### config.mk
export PLATFORM = sky130hd
export DESIGN_NAME = trial_divider_flat
export DESIGN_NICKNAME = d
export VERILOG_FILES = /design/src/rtl/trial_divider_if.sv /design/src/rtl/trial_divider.sv /design/src/flat_wrapper.sv
export SDC_FILE = /design/constraint.sdc
export NUM_CORES = 1
export LEC_CHECK = 0
export BUFFER_PORTS_ARGS = -buffer_cell sky130_fd_sc_hd__buf_2
export CAP_MARGIN = 20
export CORE_MARGIN = 8
export CORE_UTILIZATION = 40
export CTS_BUF_LIST = sky130_fd_sc_hd__clkbuf_4 sky130_fd_sc_hd__clkbuf_8
export CTS_CLUSTER_DIAMETER = 80
export CTS_CLUSTER_SIZE = 12
export DETAILED_ROUTE_END_ITERATION = 6
export SLEW_MARGIN = 20
export SYNTH_ARGS = -nofsm -noshare
export SYNTH_HDL_FRONTEND = slang
export SYNTH_SLANG_ARGS = --single-unit
### constraint.sdc
create_clock -name clk -period 4.9 [get_ports clk]
set_clock_uncertainty 0.15 [all_clocks]
set_input_delay 0 -clock clk [delete_from_list [all_inputs] [get_ports clk]]
set_output_delay 0 -clock clk [all_outputs]
set_load 0.005 [all_outputs]
### src/rtl/trial_divider_if.sv
// Request/response bundle for trial_divider: operands and start in, status and results out.
interface trial_divider_if #(
  parameter int N_WIDTH = 32,
  parameter int D_WIDTH = 16
);
  logic               start;
  logic [N_WIDTH-1:0] n;
  logic [D_WIDTH-1:0] d;
  logic               busy;
  logic               done;
  logic [N_WIDTH-1:0] q;
  logic [D_WIDTH-1:0] r;
  logic               is_factor;
  logic               div_by_zero;

  modport master (
    output start, n, d,
    input  busy, done, q, r, is_factor, div_by_zero
  );

  modport slave (
    input  start, n, d,
    output busy, done, q, r, is_factor, div_by_zero
  );
endinterface

### src/rtl/trial_divider.sv
// Sequential restoring divider, one quotient bit per clock, fixed latency.
//
// state | meaning
// IDLE  | waiting for start
// RUN   | restoring steps (or a single pass-through cycle for d==0)
// DONE  | results valid, done pulse; start here is accepted back-to-back
module trial_divider #(
  parameter int N_WIDTH = 32,
  parameter int D_WIDTH = 16
) (
  input  logic            clk,
  input  logic            reset,
  trial_divider_if.slave  bus
);
  localparam int CW = $clog2(N_WIDTH);

  typedef enum logic [1:0] {IDLE, RUN, DONE} state_t;

  state_t state, state_next;

  logic [N_WIDTH-1:0] num;
  logic [D_WIDTH-1:0] dvs;
  logic [D_WIDTH-1:0] pr;
  logic [CW-1:0]      cnt;
  logic               dz;

  logic               busy_q, done_q, is_factor_q, div_by_zero_q;
  logic [N_WIDTH-1:0] q_q;
  logic [D_WIDTH-1:0] r_q;

  logic load, step, finish;

  logic [D_WIDTH:0]   trial, diff;
  logic               ge;
  logic [D_WIDTH-1:0] pr_step;
  logic [N_WIDTH-1:0] num_step;

  // num shifts the numerator out of its MSB while quotient bits enter at the LSB
  assign trial    = {pr, num[N_WIDTH-1]};
  assign ge       = trial >= {1'b0, dvs};
  assign diff     = trial - {1'b0, dvs};
  assign pr_step  = ge ? diff[D_WIDTH-1:0] : trial[D_WIDTH-1:0];
  assign num_step = {num[N_WIDTH-2:0], ge};

  always_comb begin
    state_next = state;
    load       = 1'b0;
    step       = 1'b0;
    finish     = 1'b0;
    case (state)
      IDLE, DONE: begin
        if (bus.start) begin
          load       = 1'b1;
          state_next = RUN;
        end else begin
          state_next = IDLE;
        end
      end
      RUN: begin
        step = !dz;
        if (dz || cnt == '0) begin
          finish     = 1'b1;
          state_next = DONE;
        end
      end
      default: state_next = IDLE;
    endcase
  end

  always_ff @(posedge clk) begin
    if (reset) begin
      state         <= IDLE;
      num           <= '0;
      dvs           <= '0;
      pr            <= '0;
      cnt           <= '0;
      dz            <= 1'b0;
      busy_q        <= 1'b0;
      done_q        <= 1'b0;
      q_q           <= '0;
      r_q           <= '0;
      is_factor_q   <= 1'b0;
      div_by_zero_q <= 1'b0;
    end else begin
      state  <= state_next;
      busy_q <= (state_next == RUN);
      done_q <= (state_next == DONE);
      if (load) begin
        num <= bus.n;
        dvs <= bus.d;
        pr  <= '0;
        cnt <= CW'(N_WIDTH - 1);
        dz  <= (bus.d == '0);
      end else if (step) begin
        num <= num_step;
        pr  <= pr_step;
        cnt <= cnt - CW'(1);
      end
      if (finish) begin
        if (dz) begin
          q_q           <= '1;
          r_q           <= num[D_WIDTH-1:0];
          is_factor_q   <= 1'b0;
          div_by_zero_q <= 1'b1;
        end else begin
          q_q           <= num_step;
          r_q           <= pr_step;
          is_factor_q   <= (pr_step == '0);
          div_by_zero_q <= 1'b0;
        end
      end
    end
  end

  assign bus.busy        = busy_q;
  assign bus.done        = done_q;
  assign bus.q           = q_q;
  assign bus.r           = r_q;
  assign bus.is_factor   = is_factor_q;
  assign bus.div_by_zero = div_by_zero_q;
endmodule

### src/flat_wrapper.sv
// flat-port wrapper written by rule: the top's interface ports become plain ports
module trial_divider_flat 
#(
  parameter int N_WIDTH = 32,
  parameter int D_WIDTH = 16
)
  (clk, reset, bus_start, bus_n, bus_d, bus_busy, bus_done, bus_q, bus_r, bus_is_factor, bus_div_by_zero);
  trial_divider_if #(.N_WIDTH(N_WIDTH), .D_WIDTH(D_WIDTH)) bus_i ();
  input  logic clk;
  input  logic reset;
  input wire logic [$bits(bus_i.start)-1:0] bus_start;
  input wire logic [$bits(bus_i.n)-1:0] bus_n;
  input wire logic [$bits(bus_i.d)-1:0] bus_d;
  output wire logic [$bits(bus_i.busy)-1:0] bus_busy;
  output wire logic [$bits(bus_i.done)-1:0] bus_done;
  output wire logic [$bits(bus_i.q)-1:0] bus_q;
  output wire logic [$bits(bus_i.r)-1:0] bus_r;
  output wire logic [$bits(bus_i.is_factor)-1:0] bus_is_factor;
  output wire logic [$bits(bus_i.div_by_zero)-1:0] bus_div_by_zero;
  assign bus_i.start = bus_start;
  assign bus_i.n = bus_n;
  assign bus_i.d = bus_d;
  assign bus_busy = bus_i.busy;
  assign bus_done = bus_i.done;
  assign bus_q = bus_i.q;
  assign bus_r = bus_i.r;
  assign bus_is_factor = bus_i.is_factor;
  assign bus_div_by_zero = bus_i.div_by_zero;
  trial_divider #(.N_WIDTH(N_WIDTH), .D_WIDTH(D_WIDTH)) u_core (.clk(clk), .reset(reset), .bus(bus_i));
endmodule
* Word level (Yosys, flattened, before mapping)
Cells that the tools add are included.
** Operators by class
- Eq/ne operators :: 4
- $lt $le $gt $ge :: 1
- $add $sub $neg :: 2
- Reduce and logical (&&, ||, !) cells :: 9
- Mux-type cells :: 17
** Operators by type and width (count)
- 32-bit two-way mux :: 3
- 16-bit zero test :: 2
- 16-bit two-way mux :: 2
- 17-bit by 16-bit >= comparator with 1-bit output :: 1
- 16-bit subtractor :: 1
- 5-bit two-way mux :: 2
- 1-bit two-way mux :: 8
- 5-bit zero test :: 1
- 5-bit by 1-bit subtractor with 5-bit output (second input constant) :: 1
- 2-bit by 1-bit equality test with 1-bit output (second input constant) :: 2
- 2-bit equality test (second input constant) :: 2
- 2-bit one-hot mux with 2 select lines :: 1
- 2-bit OR reduction :: 2
- 2-bit zero test :: 1
- 2-bit two-way mux :: 1
- 2-bit nonzero test :: 1
- 1-bit zero test :: 1
- 1-bit logical OR :: 1
** Storage, ports and cells
- Word-level logic and storage cells :: 45
- Register bits after elaboration :: 124
- Input bits :: 51

* Longest topological paths before layout
- Depth after elaboration :: 5
- Mapped depth :: 13
- Gate-level depth less buffers :: 13

* Least setup slack after synthesis
No wires, ideal clock.
- Path kind :: reg-to-reg
- Start :: register u_core.dvs[4]
- End :: register u_core.r_q[15], in the netlist u_core.bus.r[15]
- Arrival time :: 2.660 ns
- Slack :: 1.962 ns
- Data required time :: 4.622 ns
- Stages on the path, launching flop included :: 12
- Setup time :: 0.128 ns
- Period minus slack after synthesis :: 2.938 ns
- Path buffers :: 1
- Cells stage by stage :: dfxtp_1 -> inv_1 -> ha_1 -> and2_4 -> a22oi_2 -> a31oi_4 -> o31a_1 -> o21ai_4 -> buf_6 -> mux2_2 -> a222oi_1 -> nor2_1
** Between the ends
- Cells in the longest elaborated chain, start to end :: 3
- Elaborated cells between the ends (all ways) :: 4
** RTL lines
- start: declaration :: RTL line trial_divider.sv:22 : logic [D_WIDTH-1:0] dvs;
- start signal: assignment :: RTL line trial_divider.sv:90 : dvs <= bus.d;
- 16-bit subtractor or 17-bit by 16-bit >= comparator with 1-bit output (tied branches) :: RTL line trial_divider.sv:41, trial_divider.sv:40
- 16-bit two-way mux * :: RTL line trial_divider.sv:42 : assign pr_step = ge ? diff[D_WIDTH-1:0] : trial[D_WIDTH-1:0];
- 16-bit two-way mux * :: RTL line trial_divider.sv:100 : if (dz) begin
- end signal: assignment :: RTL line trial_divider.sv:102 : r_q <= num[D_WIDTH-1:0];
- end signal: assignment :: RTL line trial_divider.sv:107 : r_q <= pr_step;
- end: declaration :: RTL line trial_divider.sv:29 : logic [D_WIDTH-1:0] r_q;
Mark *: on every way between the ends. The rest lies on a longest branch, timed or not.
A chain may end at the register's enable or synchronous reset.

* Worst setup path in the final report
- Start :: register u_core.pr[2]
- End :: register u_core.is_factor_q, in the netlist u_core.bus.is_factor
** Between the ends
- Cells in the longest elaborated chain, start to end :: 4
- Elaborated cells between the ends (all ways) :: 5
** RTL lines
- start: declaration :: RTL line trial_divider.sv:23 : logic [D_WIDTH-1:0] pr;
- start signal: assignment :: RTL line trial_divider.sv:96 : pr <= pr_step;
- 16-bit subtractor or 17-bit by 16-bit >= comparator with 1-bit output (tied branches) :: RTL line trial_divider.sv:41, trial_divider.sv:40
- 16-bit two-way mux * :: RTL line trial_divider.sv:42
- 16-bit zero test * :: RTL line trial_divider.sv:108 : is_factor_q <= (pr_step == '0);
- 1-bit two-way mux * :: RTL line trial_divider.sv:100
- end signal: assignment :: RTL line trial_divider.sv:108
- end: declaration :: RTL line trial_divider.sv:27 : logic busy_q, done_q, is_factor_q, div_by_zero_q;
Marked as above.

==> results.tsv <==
metric	value	unit
io pins	103	
Tot GR Track Use	18.75	%
CTS tree	built	
Worst setup SP type	flop	
WHS Path Cells	4	
CTS H-tree lvls	4	
M2 GR Usage	31.09	%
GRT busiest layer	met2	
Vias/cell	5.265	
Area after DPL	6445	sq um
Setup crit end kind	flop	
area occupied by multi-input gates	3090	sq um
WL/cell	16.03	um
CP Class	flop to flop	
commonest non-fill, non-tap cell in the layout	nand2_1	
hold path endpoint	u_core.dvs[12]	
Static Leak	3.120	nW
RSZ-0062 raised after global routing	no	
Initial Util	40.64	%
hold path startpoint	bus_d[12]	
design area	7501	sq um
Die X	137.1	um
DRT Pass-1 Iters	5	
CTS root buf	clkbuf_8	
Final period util	72.49	%
dpl hpwl	11730	um
synth-to-layout area growth	27.96	%
Synth area leaders	dfxtp_1, nand2_1, nor2_1, a311oi_1, ha_1	
Final Setup Violations	0	
final max-slew violation count	0	
DRT iter0 DRCs	379	
final hold viol count	0	
worst vdd ir	224.3	uV
Max-Cap Viols	0	
Crit path required time	5140	ps
clock slew at reported path FFs	70	ps
Post-Syn Nets	818	
area of the core	14420	sq um
Congestion Overflow GR	0	
Fill cells	1396	
R2R cell count	10	
sum of negative setup slack	0	ps
post-synth top area cell	dfxtp_1	
Worst Hold Class	input port to flop	
Slew HR	32.68	%
die height	137.1	um
most frequent cells in the layout	nand2_1, nor2_1, dfxtp_1	
GR Util met1	22.91	%
outcome	finished, final reports clean	
met3 GRT Util	4.295	%
Die ar.	18780	sq um
count of different cell masters after synthesis	60	
CP Max Fanout	26	
DRC	0	
top cell type's share of synthesized area	42.35	%
first-pass GRT wire length	27860	um
Detailed Route WL	17410	um
Post-synth ARST share	0	%
layout cells sized above 1	17.74	%
#FFs+latches synth	124	
EDFF count, synth	0	
largest net degree at the start of global routing	69	
clk_lat worst skew	450	ps
IO buf count	102	
CTS sink count	124	
Max Root-Sink Buffers	2	
PD cells	367.1	nW/um^2
initial antenna violation count	0	
RR Endpoint	u_core.bus.is_factor	
Final Wtd Congestion	0.8468	
Final nets	961	
cell area after synthesis	5862	sq um
Primary FF master, synth	dfxtp_1	
min cycle time layout	3552	ps
Mapped Avg Cell Area	7.826	sq um
sequential area share after synthesis	42.35	%
reg2reg setup slack	1350	ps
number of global-route vias before repair	5610	
FF+latch area	2482	sq um
Critical Path AT	3790	ps
DR vias	5718	
synth warn	0	
antenna-violating nets left	0	
TritonCTS Buffers	17	
worst-margin pin slew	1010	ps
# rows	44	
PostCTS Resize Cnt	0	
fmax	281.5	MHz
diodes inserted	0	
Mapped Cells	749	
Worst R2R Start	u_core.pr[2]	
==> flip-flops by register name (all words and copies together) (netlist names) <==
signal / cells
u_core.num: 32
u_core.cnt: 5
u_core.bus.busy: 1
u_core.bus.done: 1
u_core.bus.is_factor: 1
u_core.bus.q: 32
u_core.pr: 16
u_core.dvs: 16
u_core.bus.div_by_zero: 1
u_core.dz: 1
u_core.bus.r: 16
u_core.state: 2
==> cell type report <==
cell class	instances	area share [%]
well taps	184	3.069
clock inverters	7	0.9174
clock buffers	22	3.786
inverters	25	1.251
multi-input cells	547	41.20
repair buffers	177	16.68
flip-flops and latches	124	33.09
==> through the flow <==
step	utilization (%)	power, mW	worst slack [ps]	cells	hold slack [ps]
floorplan	-	1.711	1962	749	-14.04
global placement	44.66	1.880	1456	987	99.70
detailed placement	44.68	1.891	1370	987	108.2
CTS	51.92	2.770	1351	1085	67.22
global route	52.00	2.909	1126	1086	226.1
finish	52.00	2.754	1348	1086	213.4
==> power by group <==
part	leakage (nW)	internal, mW	switching [mW]
clock	0.181	0.433	0.399
sequential	1.01	1.08	0.0598
combinational	1.92	0.332	0.447
total	3.12	1.85	0.906
==> cells in the mapped netlist (2+ instances only) <==
| cell | instances |
|---|---|
| nand4_1 | 3 |
| mux2_2 | 4 |
| xnor2_1 | 9 |
| nor2_1 | 139 |
| o22ai_1 | 2 |
| o21ai_0 | 10 |
| nor2b_1 | 4 |
| a21oi_1 | 41 |
| buf_6 | 2 |
| nor3b_1 | 2 |
| mux2i_1 | 12 |
| a21o_1 | 4 |
| clkbuf_1 | 44 |
| o21bai_1 | 2 |
| nand2_1 | 140 |
| o21ai_1 | 7 |
| o211ai_1 | 2 |
| nor3_1 | 40 |
| a222oi_1 | 3 |
| a311oi_1 | 31 |
| nand2b_1 | 6 |
| buf_1 | 7 |
| o41ai_1 | 2 |
| o31a_1 | 2 |
| xor2_1 | 6 |
| o21a_1 | 4 |
| dfxtp_1 | 124 |
| ha_1 | 17 |
| nand3_1 | 4 |
| a31oi_1 | 3 |
| a211oi_1 | 15 |
| a22oi_1 | 2 |
| nor4_1 | 5 |
| inv_1 | 25 |
==> worst max-delay path, stage by stage, from the launching register on <==
cell and delay (ps):
dfxtp_1 350, ha_1 370, and2_4 200, a22oi_2 260, a31oi_4 150, o31a_1 330
o21ai_4 690, mux2_2 440, nand2b_1 150, nor4_2 240, a31o_1 160
==> cell families (layout without fill, tap and decap cells) <==
kind of cell             after synthesis  after routing  share of synthesized area (%)
multiplexers                          16             16                          2.818
XOR/XNOR                              15             15                          2.241
AND/OR/NAND/NOR                      352            352                          25.08
AO/OA/AOI/OAI                        146            146                          18.29
adder cells (fa/ha/maj)               18             18                          3.970
buffers and inverters                 78            231                          5.251
flip-flops                           124            124                          42.35
==> how the worst max path moves through the flow <==
stage / from / end / slack [ps] / cells past startpoint
floorplan: u_core.dvs[4] / u_core.bus.r[15] / 1960 / 11
global placement: u_core.pr[2] / u_core.bus.is_factor / 1460 / 10
detailed placement: u_core.dvs[4] / u_core.bus.is_factor / 1370 / 11
CTS: u_core.pr[3] / u_core.bus.is_factor / 1350 / 10
global route: u_core.pr[5] / u_core.bus.is_factor / 1130 / 9
finish: u_core.pr[2] / u_core.bus.is_factor / 1350 / 10
==> routing by layer <==
metal | routed length, um | share of wire [%]
met1 | 7649 | 44
met4 | 350 | 2.0
met3 | 886 | 5.1
met5 | 0 | 0
met2 | 8519 | 49
==> what timing repair did <==
| item | in CTS | in global routing |
|---|---|---|
| setup buffers | 0 | 0 |
| endpoints found under the hold margin | 69 | 1 |
| hold buffers | 69 | 1 |
Power figures use the tool's default switching activity.
